==> src/rtl/pipe_hazard_ctrl.sv <==
// ============================================================================
// Module   : pipe_hazard_ctrl
// Purpose  : In-order pipeline controller with a RAW register scoreboard and
//            a branch-sequencing FSM (RUN / BR_WAIT / FLUSH).
// Revision : 1.0 - initial release
// ============================================================================
`default_nettype none

module pipe_hazard_ctrl #(
    parameter int NUM_REGS    = 16,
    parameter int REG_ADDR_W  = 4,
    parameter int FLUSH_DEPTH = 2,
    parameter int CNT_W       = 16
) (
    input  logic                  clk,
    input  logic                  arstn,
    input  logic                  dec_valid_i,
    input  logic [REG_ADDR_W-1:0] dec_src1_i,
    input  logic                  dec_src1_used_i,
    input  logic [REG_ADDR_W-1:0] dec_src2_i,
    input  logic                  dec_src2_used_i,
    input  logic                  dec_wr_i,
    input  logic [REG_ADDR_W-1:0] dec_dst_i,
    input  logic                  dec_branch_i,
    input  logic                  alu_br_valid_i,
    input  logic                  alu_br_taken_i,
    input  logic                  wb_valid_i,
    input  logic [REG_ADDR_W-1:0] wb_dst_i,
    output logic                  fetch_keep_o,
    output logic                  decode_keep_o,
    output logic                  reg_nope_o,
    output logic                  flush_o,
    output logic                  issue_o,
    output logic [NUM_REGS-1:0]   busy_map_o,
    output logic [CNT_W-1:0]      stall_cnt_o
);

    localparam int c_FC_W = (FLUSH_DEPTH > 1) ? $clog2(FLUSH_DEPTH) : 1;
    localparam logic [c_FC_W-1:0] c_FLUSH_LOAD = c_FC_W'(FLUSH_DEPTH - 1);

    typedef enum logic [1:0] {
        ST_RUN     = 2'd0,
        ST_BR_WAIT = 2'd1,
        ST_FLUSH   = 2'd2
    } state_t;

    state_t              r_state;
    state_t              w_state_nxt;
    logic [c_FC_W-1:0]   r_flush_cnt;
    logic [c_FC_W-1:0]   w_flush_cnt_nxt;
    logic [NUM_REGS-1:0] r_busy;
    logic [NUM_REGS-1:0] w_busy_nxt;
    logic [NUM_REGS-1:0] w_wb_clr;
    logic [NUM_REGS-1:0] w_set;
    logic [NUM_REGS-1:0] w_busy_eff;
    logic [CNT_W-1:0]    r_stall_cnt;
    logic                w_hazard;
    logic                w_issue;
    logic                w_keep;
    logic                w_nope;
    logic                w_flush;
    logic                w_fetch_keep;

    // Write-through register file: a same-cycle writeback already satisfies the read.
    always_comb begin
        w_wb_clr = '0;
        w_set    = '0;
        if (wb_valid_i) begin
            w_wb_clr[wb_dst_i] = 1'b1;
        end
        if (w_issue && dec_wr_i) begin
            w_set[dec_dst_i] = 1'b1;
        end
    end

    assign w_busy_eff = r_busy & ~w_wb_clr;
    assign w_hazard   = dec_valid_i &
                        ((dec_src1_used_i & w_busy_eff[dec_src1_i]) |
                         (dec_src2_used_i & w_busy_eff[dec_src2_i]));

    for (genvar i = 0; i < NUM_REGS; i++) begin : g_sb
        if (i == 0) begin : g_r0
            assign w_busy_nxt[i] = 1'b0;
        end else begin : g_rn
            // A newly issued writer outranks the retiring one.
            assign w_busy_nxt[i] = w_set[i] | (r_busy[i] & ~w_wb_clr[i]);
        end
    end

    always_ff @(posedge clk or negedge arstn) begin
        if (!arstn) begin
            r_state     <= ST_RUN;
            r_flush_cnt <= '0;
            r_busy      <= '0;
        end else begin
            r_state     <= w_state_nxt;
            r_flush_cnt <= w_flush_cnt_nxt;
            r_busy      <= w_busy_nxt;
        end
    end

    always_comb begin
        w_state_nxt     = r_state;
        w_flush_cnt_nxt = r_flush_cnt;
        w_issue         = 1'b0;
        w_fetch_keep    = 1'b0;
        w_keep          = 1'b0;
        w_nope          = 1'b0;
        w_flush         = 1'b0;
        case (r_state)
            ST_RUN: begin
                w_issue      = arstn & dec_valid_i & ~w_hazard;
                w_fetch_keep = w_hazard;
                w_keep       = w_hazard;
                w_nope       = w_hazard;
                if (w_issue && dec_branch_i) begin
                    w_state_nxt = ST_BR_WAIT;
                end
            end
            ST_BR_WAIT: begin
                w_fetch_keep = 1'b1;
                w_keep       = 1'b1;
                w_nope       = 1'b1;
                if (alu_br_valid_i) begin
                    if (alu_br_taken_i) begin
                        w_state_nxt     = ST_FLUSH;
                        w_flush_cnt_nxt = c_FLUSH_LOAD;
                    end else begin
                        w_state_nxt = ST_RUN;
                    end
                end
            end
            ST_FLUSH: begin
                w_flush = 1'b1;
                w_nope  = 1'b1;
                if (r_flush_cnt == '0) begin
                    w_state_nxt = ST_RUN;
                end else begin
                    w_flush_cnt_nxt = r_flush_cnt - c_FC_W'(1);
                end
            end
            default: begin
                w_state_nxt = ST_RUN;
            end
        endcase
    end

    // Outputs are forced low while reset is asserted, independent of inputs.
    assign fetch_keep_o  = arstn & w_fetch_keep;
    assign decode_keep_o = arstn & w_keep;
    assign reg_nope_o    = arstn & w_nope;
    assign flush_o       = arstn & w_flush;
    assign issue_o       = w_issue;
    assign busy_map_o    = r_busy;
    assign stall_cnt_o   = r_stall_cnt;

    always_ff @(posedge clk or negedge arstn) begin
        if (!arstn) begin
            r_stall_cnt <= '0;
        end else if (fetch_keep_o && (r_stall_cnt != '1)) begin
            r_stall_cnt <= r_stall_cnt + CNT_W'(1);
        end
    end

endmodule

`default_nettype wire

==> config.mk <==
export PLATFORM = sky130hd
export DESIGN_NAME = pipe_hazard_ctrl
export DESIGN_NICKNAME = d
export VERILOG_FILES = /design/src/rtl/pipe_hazard_ctrl.sv
export SDC_FILE = /design/constraint.sdc
export NUM_CORES = 1
export LEC_CHECK = 0
export BUFFER_PORTS_ARGS = -buffer_cell sky130_fd_sc_hd__buf_2
export CORE_ASPECT_RATIO = 0.7
export CORE_MARGIN = 2
export CORE_UTILIZATION = 52
export CTS_CLUSTER_DIAMETER = 60
export DETAILED_ROUTE_END_ITERATION = 10
export PLACE_DENSITY_LB_ADDON = 0.08
export SYNTH_ARGS = -nofsm -noshare
export SYNTH_HDL_FRONTEND = slang
export SYNTH_SLANG_ARGS = --single-unit
==> constraint.sdc <==
create_clock -name clk -period 3.6 [get_ports clk]
set_input_delay 0.72 -clock clk [delete_from_list [all_inputs] [get_ports clk]]
set_output_delay 0.72 -clock clk [all_outputs]
set_load 0.02 [all_outputs]
== Word level (Yosys, flattened, before mapping) ==
Index checks and enable logic that the tools add are counted.
Operators by class
  $lt $le $gt $ge: 6
  div/mod/pow operators: 0
  mux-type cells: 23
  add/subtract/negate cells: 2
  reductions and logical operators: 10
  shift-type cells: 0
  eq/ne operators: 7
  multiply operators: 0
  bitwise logic cells: 57
Operator list (count)
  $mux 16: 2
  $and 1x1->1: 23
  $lt 4x5->1 const B: 4
  $add 16x1->16 const B: 1
  $and 16x16->16: 1
  $ne 16x16->1 const B: 1
  $not 1->1: 16
  $not 16->16: 1
  $or 1x1->1: 16
  $mux 1: 9
  $bmux 1 s4: 2
  $demux 1 s4: 2
  $ge 4x1->1 const B: 2
  $mux 2: 4
  $ne 2x2->1 const B: 4
  $pmux 1 s2: 3
  $pmux 2 s3: 1
  $reduce_and 3->1: 2
  $logic_and 1x1->1: 5
  $eq 2x1->1 const B: 1
  $eq 2x2->1 const B: 1
  $logic_not 2->1: 1
  $reduce_bool 2->1: 1
  $reduce_or 2->1: 1
  $sub 1x1->1 const B: 1
Storage, ports and cells
  memories: 0
  latch bits: 0
  bits of input ports: 26
  bits in read-only memories: 0
  logic and storage cells: 109
  flip-flop bits (word level): 34
  output and inout port bits: 37
  bits in writable memories: 0

== Longest topological paths before layout ==
  word-level depth: 18
  mapped depth: 10
  gate-level depth less buffers: 9

== Worst setup path before layout ==
Ideal clock, no wire load.
  kind: input-to-output
  start: input wb_dst_i[3]
  end: output fetch_keep_o
  data required time: 2.880 ns
  path slack: 0.151 ns
  arrival: 2.729 ns
  stages on the path: 9
  buffers on the path: 1
  path through: or3b_4 o21ai_2 mux2i_1 a2111oi_2 nor3_2 or2_1 and3_1 o21a_1 buf_4
Between the ends
  longest elaborated chain between the ends: 14
  elaborated cells between the ends (all ways): 18
  classes of those cells: order compare: 2; mux: 8; bitwise: 7; reduce/logical: 1
Ends and longest elaborated chain
  from (decl): RTL line 28  | input logic [REG_ADDR_W-1:0] wb_dst_i,
  $lt 4x5->1 (implied by the code) / $ge 4x1->1 (equally long branches): RTL line 69  | w_wb_clr[wb_dst_i] = 1'b1;
  $logic_and 1x1->1 (implied by the code): RTL line 69
  $mux 1 (implied by the code): RTL line 69
  $demux 1 s4 *: RTL line 69
  $mux 16 *: RTL line 68  | if (wb_valid_i) begin
  $not 16->16 *: RTL line 76  | assign w_busy_eff = r_busy & ~w_wb_clr;
  $and 16x16->16 *: RTL line 76
  $bmux 1 s4 (on tied branches): RTL line 78, 79
  $mux 1 (on tied branches): RTL line 78, 79
  $and 1x1->1 (on tied branches): RTL line 78, 79
  $or 1x1->1 *: RTL line 78  | ((dec_src1_used_i & w_busy_eff[dec_src1_i]) |
  $and 1x1->1 *: RTL line 77  | assign w_hazard = dec_valid_i &
  $pmux 1 s2 *
  $and 1x1->1 *
  to (decl): RTL line 29  | output logic fetch_keep_o,
Every way passes the cells marked *; elsewhere a longest branch is shown, timed or not. The select of a mux whose other input is x is not followed.

== Worst setup path after layout ==
  start: input wb_dst_i[1]
  end: output reg_nope_o
Between the ends
  longest elaborated chain between the ends: 14
  elaborated cells between the ends (all ways): 18
  classes of those cells: order compare: 2; mux: 8; bitwise: 7; reduce/logical: 1
Ends and longest elaborated chain
  $lt 4x5->1 (implied by the code) / $ge 4x1->1 (equally long branches): RTL line 69
  $logic_and 1x1->1 (implied by the code): RTL line 69
  $mux 1 (implied by the code): RTL line 69
  $demux 1 s4 *: RTL line 69
  $mux 16 *: RTL line 68
  $not 16->16 *: RTL line 76
  $and 16x16->16 *: RTL line 76
  $bmux 1 s4 (on tied branches): RTL line 78, 79
  $mux 1 (on tied branches): RTL line 78, 79
  $and 1x1->1 (on tied branches): RTL line 78, 79
  $or 1x1->1 *: RTL line 78
  $and 1x1->1 *: RTL line 77
  $pmux 1 s2 *: RTL line 110  | case (r_state)
  $and 1x1->1 *: RTL line 151  | assign reg_nope_o = arstn & w_nope;
  to (decl): RTL line 31  | output logic reg_nope_o,
Marked as above.

==> results.ini <==
[drt]
drt_first_pass_iters=7
drc=0
vias=2248
first_iter_violations=228
via_per_inst=6.18
wl_per_cell_um=17.7
finalWirelength_mm=6.44
ant_nets=0

[critical_path]
cp_data_required_time_ns=2.88
worst_path_largest_cell_delay_ns=0.43
worstPathCellList=buf_2 > nand2_1 > o21ai_0 > o2111ai_1 > o211ai_1 > nor3_2 > or2_1 > and3_4 > o211a_1 > buf_6
cp-end-kind=output pin
arrival_ns=2.83
worstPathMaxFanout=6
path_class=in -> out
startpoint_type=input pin
slowest_stage=o21ai_0

[sta]
worst_pin_slew_ns=0.511
rsz0062_at_grt=yes
finalHoldViolCount=0
slew_violations=0
fmax_mhz=282
finalSetupViolCount=0
slew-limit-headroom_pct=65.9
skew_ns=0.00859
post-route-period-util_pct=98.6
finalCriticalPeriod_ns=3.55

[cells_and_area]
num_antenna_cells=0
nets=343
final.fill_count=326
drive_gt1_share_pct=36.2
post-route-util_pct=72.7
fin_area_sq_um=2850
area.sequential_sq_um=851
area_growth_pct=33.7
multi_input_area_sq_um=1270

[floorplan]
core_area_sq_um=3920
die_height_um=57.6
die_w_um=80.6
design.die.area_sq_um=4640
num_io_pins=63
rows=19
initial_core_util_pct=54.4

[place]
place_congestion=0.987
dp_hpwl_mm=4.53
dpl_cell_area_sq_um=2580
io_buffers=61

[yosys]
synthArstFlopShare_pct=100
ys_types=52
netlist_instances=228
avgSynthCellArea_sq_um=9.36
synth_top_area_share_pct=39.9
synth_area_sq_um=2130
ys_ff_latch=34
synthFlopType=dfrtp_1
ys.warnings.count=0
yosys-top-cells-count=dfrtp_1 (34), inv_1 (15), nand2_1 (12), o21ai_0 (12)
syn-num-nets=259
yosysMostFrequentCell=dfrtp_1
synth-edff-count=0
yosys.area.top_type=dfrtp_1
seq_area_frac_synth_pct=39.9
netlist_top_cells_area=dfrtp_1 (40%), o211ai_1 (3.9%), xnor2_1 (3.3%)

[pwr]
power_per_cell_area_nw_per_um2=511
ir_worst_vdd_uv=384
p_leak_nw=1.33

[clock_network]
clk_pin_slew_ns=0.07
clock_latency_ns=0.29
cts_buffers=5
cts_max_level=2
clockBufferDepth=2
cts_root_buf=clkbuf_8
cts_sinks=34
postCtsHoldBufs=0
cts_tree=done

[global_route]
grt_pass1_vias=1955
grt_max_degree=40
grt_usage_pct=28.2
grt_pass1_wl_mm=9.78
antenna_found_initial=0
grt_overflow=0

[status]
outcome=finished clean

[run]
drv_cap=0

[worst_hold_path]
worst_hold_path_type=in -> async

## per-layer routing
metal	vias to the layer above	global-route usage, %	part of all wire, %
met3	12	7.91	11
li1	1039	-	-
met1	1080	46.2	46
met2	117	35.4	41
met5	-	4.44	0
met4	0	7.75	1.4
## state kept, by name (all words and copies together), names as in the netlist
| signal | cells |
|---|---|
| busy_map_o | 15 |
| r_state | 2 |
| stall_cnt_o | 16 |
| r_flush_cnt | 1 |
## final cells by class
type	instances	share of cell area (%)
Clock buffer	6	2.89
Clock inverter	1	1.05
Inverter	15	1.97
Multi-Input combinational cell	173	44.6
Sequential cell	34	29.8
Tap cell	52	2.28
Timing Repair Buffer	83	17.4
## timing repair
item | 4_1_cts | 5_1_grt
setup buffers | 0 | 7
setup endpoints to repair | 1 | 3
resized for setup | 1 | 21
pin swaps | 0 | 13
## metrics by stage
| step | instances | hold WS [ns] | setup slack, ns | setup TNS, ns | power [mW] |
|---|---|---|---|---|---|
| after floorplan | 228 | 0.424 | 0.151 | 0 | 0.850 |
| final | 364 | 0.518 | 0.0492 | 0 | 1.46 |
| after global routing | 364 | 0.546 | -0.0694 | -0.153 | 1.55 |
| after CTS | 357 | 0.520 | 0.0415 | 0 | 1.41 |
| after global placement | 350 | 0.486 | 0.0249 | 0 | 1.05 |
| after detailed placement | 350 | 0.490 | -0.00820 | -0.00820 | 1.05 |
## report_power, final
group / internal (mW) / switching, mW
logic: 0.220 / 0.347
clock network: 0.221 / 0.136
registers: 0.449 / 0.0836
## logic make-up (layout without fill, tap and decap cells)
family,Yosys count,after routing,share of synthesized area (%)
mux,5,5,2.46
xor+xnor,16,16,6.57
simple gates,76,76,20.7
flops,34,34,39.9
fa+ha+maj,5,5,2.93
buf+inv,21,105,4.22
other cells,1,1,0.176
compound gates,70,70,23.1
## worst paths after layout
path	startpoint	endpoint	slack, ns	depth (start not counted)
setup / recovery	wb_dst_i[1]	reg_nope_o	0.05	10
hold / removal	arstn	stall_cnt_o[14]$_DFFE_PN0P_	0.52	2
setup reg to reg	stall_cnt_o[0]$_DFFE_PN0P_	stall_cnt_o[14]$_DFFE_PN0P_	0.76	10
hold reg to reg	stall_cnt_o[4]$_DFFE_PN0P_	stall_cnt_o[4]$_DFFE_PN0P_	0.52	1
max in group asynchronous	arstn	stall_cnt_o[15]$_DFFE_PN0P_	2.75	2
min in group clk	stall_cnt_o[4]$_DFFE_PN0P_	stall_cnt_o[4]$_DFFE_PN0P_	0.52	1
## cell usage in the layout, fill, tap and decap left out, types with 2 or more instances in the layout
master     Yosys  final
a211oi_2       0      2
a21oi_1        6      6
and2_1         2      2
buf_2          2     57
buf_4          2     22
buf_6          0      4
clkbuf_8       0      6
dfrtp_1       34     34
ha_1           5      5
inv_1         15     15
mux2_2         2      2
mux2i_1        3      3
nand2_1       12     12
nand2b_1       5      4
nand3_1       11     11
nand3b_1       2      2
nand4_1        5      5
nor2_1         8      8
nor3_1         9      7
nor3_2         1      3
nor3b_1        2      2
nor4_2         1      2
o2111ai_1      6      5
o211ai_1      11     11
o21ai_0       12     11
o21ai_1        9      9
o21ai_4        0      3
o31ai_1        6      6
o41ai_1        5      5
or2_1          3      3
or3_1          3      3
or4_1          2      2
xnor2_1        8      8
xor2_1         8      8
## worst max-delay path: cells and delay by family
family                 cells  cell delay, ns
AO/OA/AOI/OAI              4            1.11
buffers and inverters      2            0.25
AND/OR/NAND/NOR            4            0.74
No activity file was read; power rests on OpenSTA's default activity.
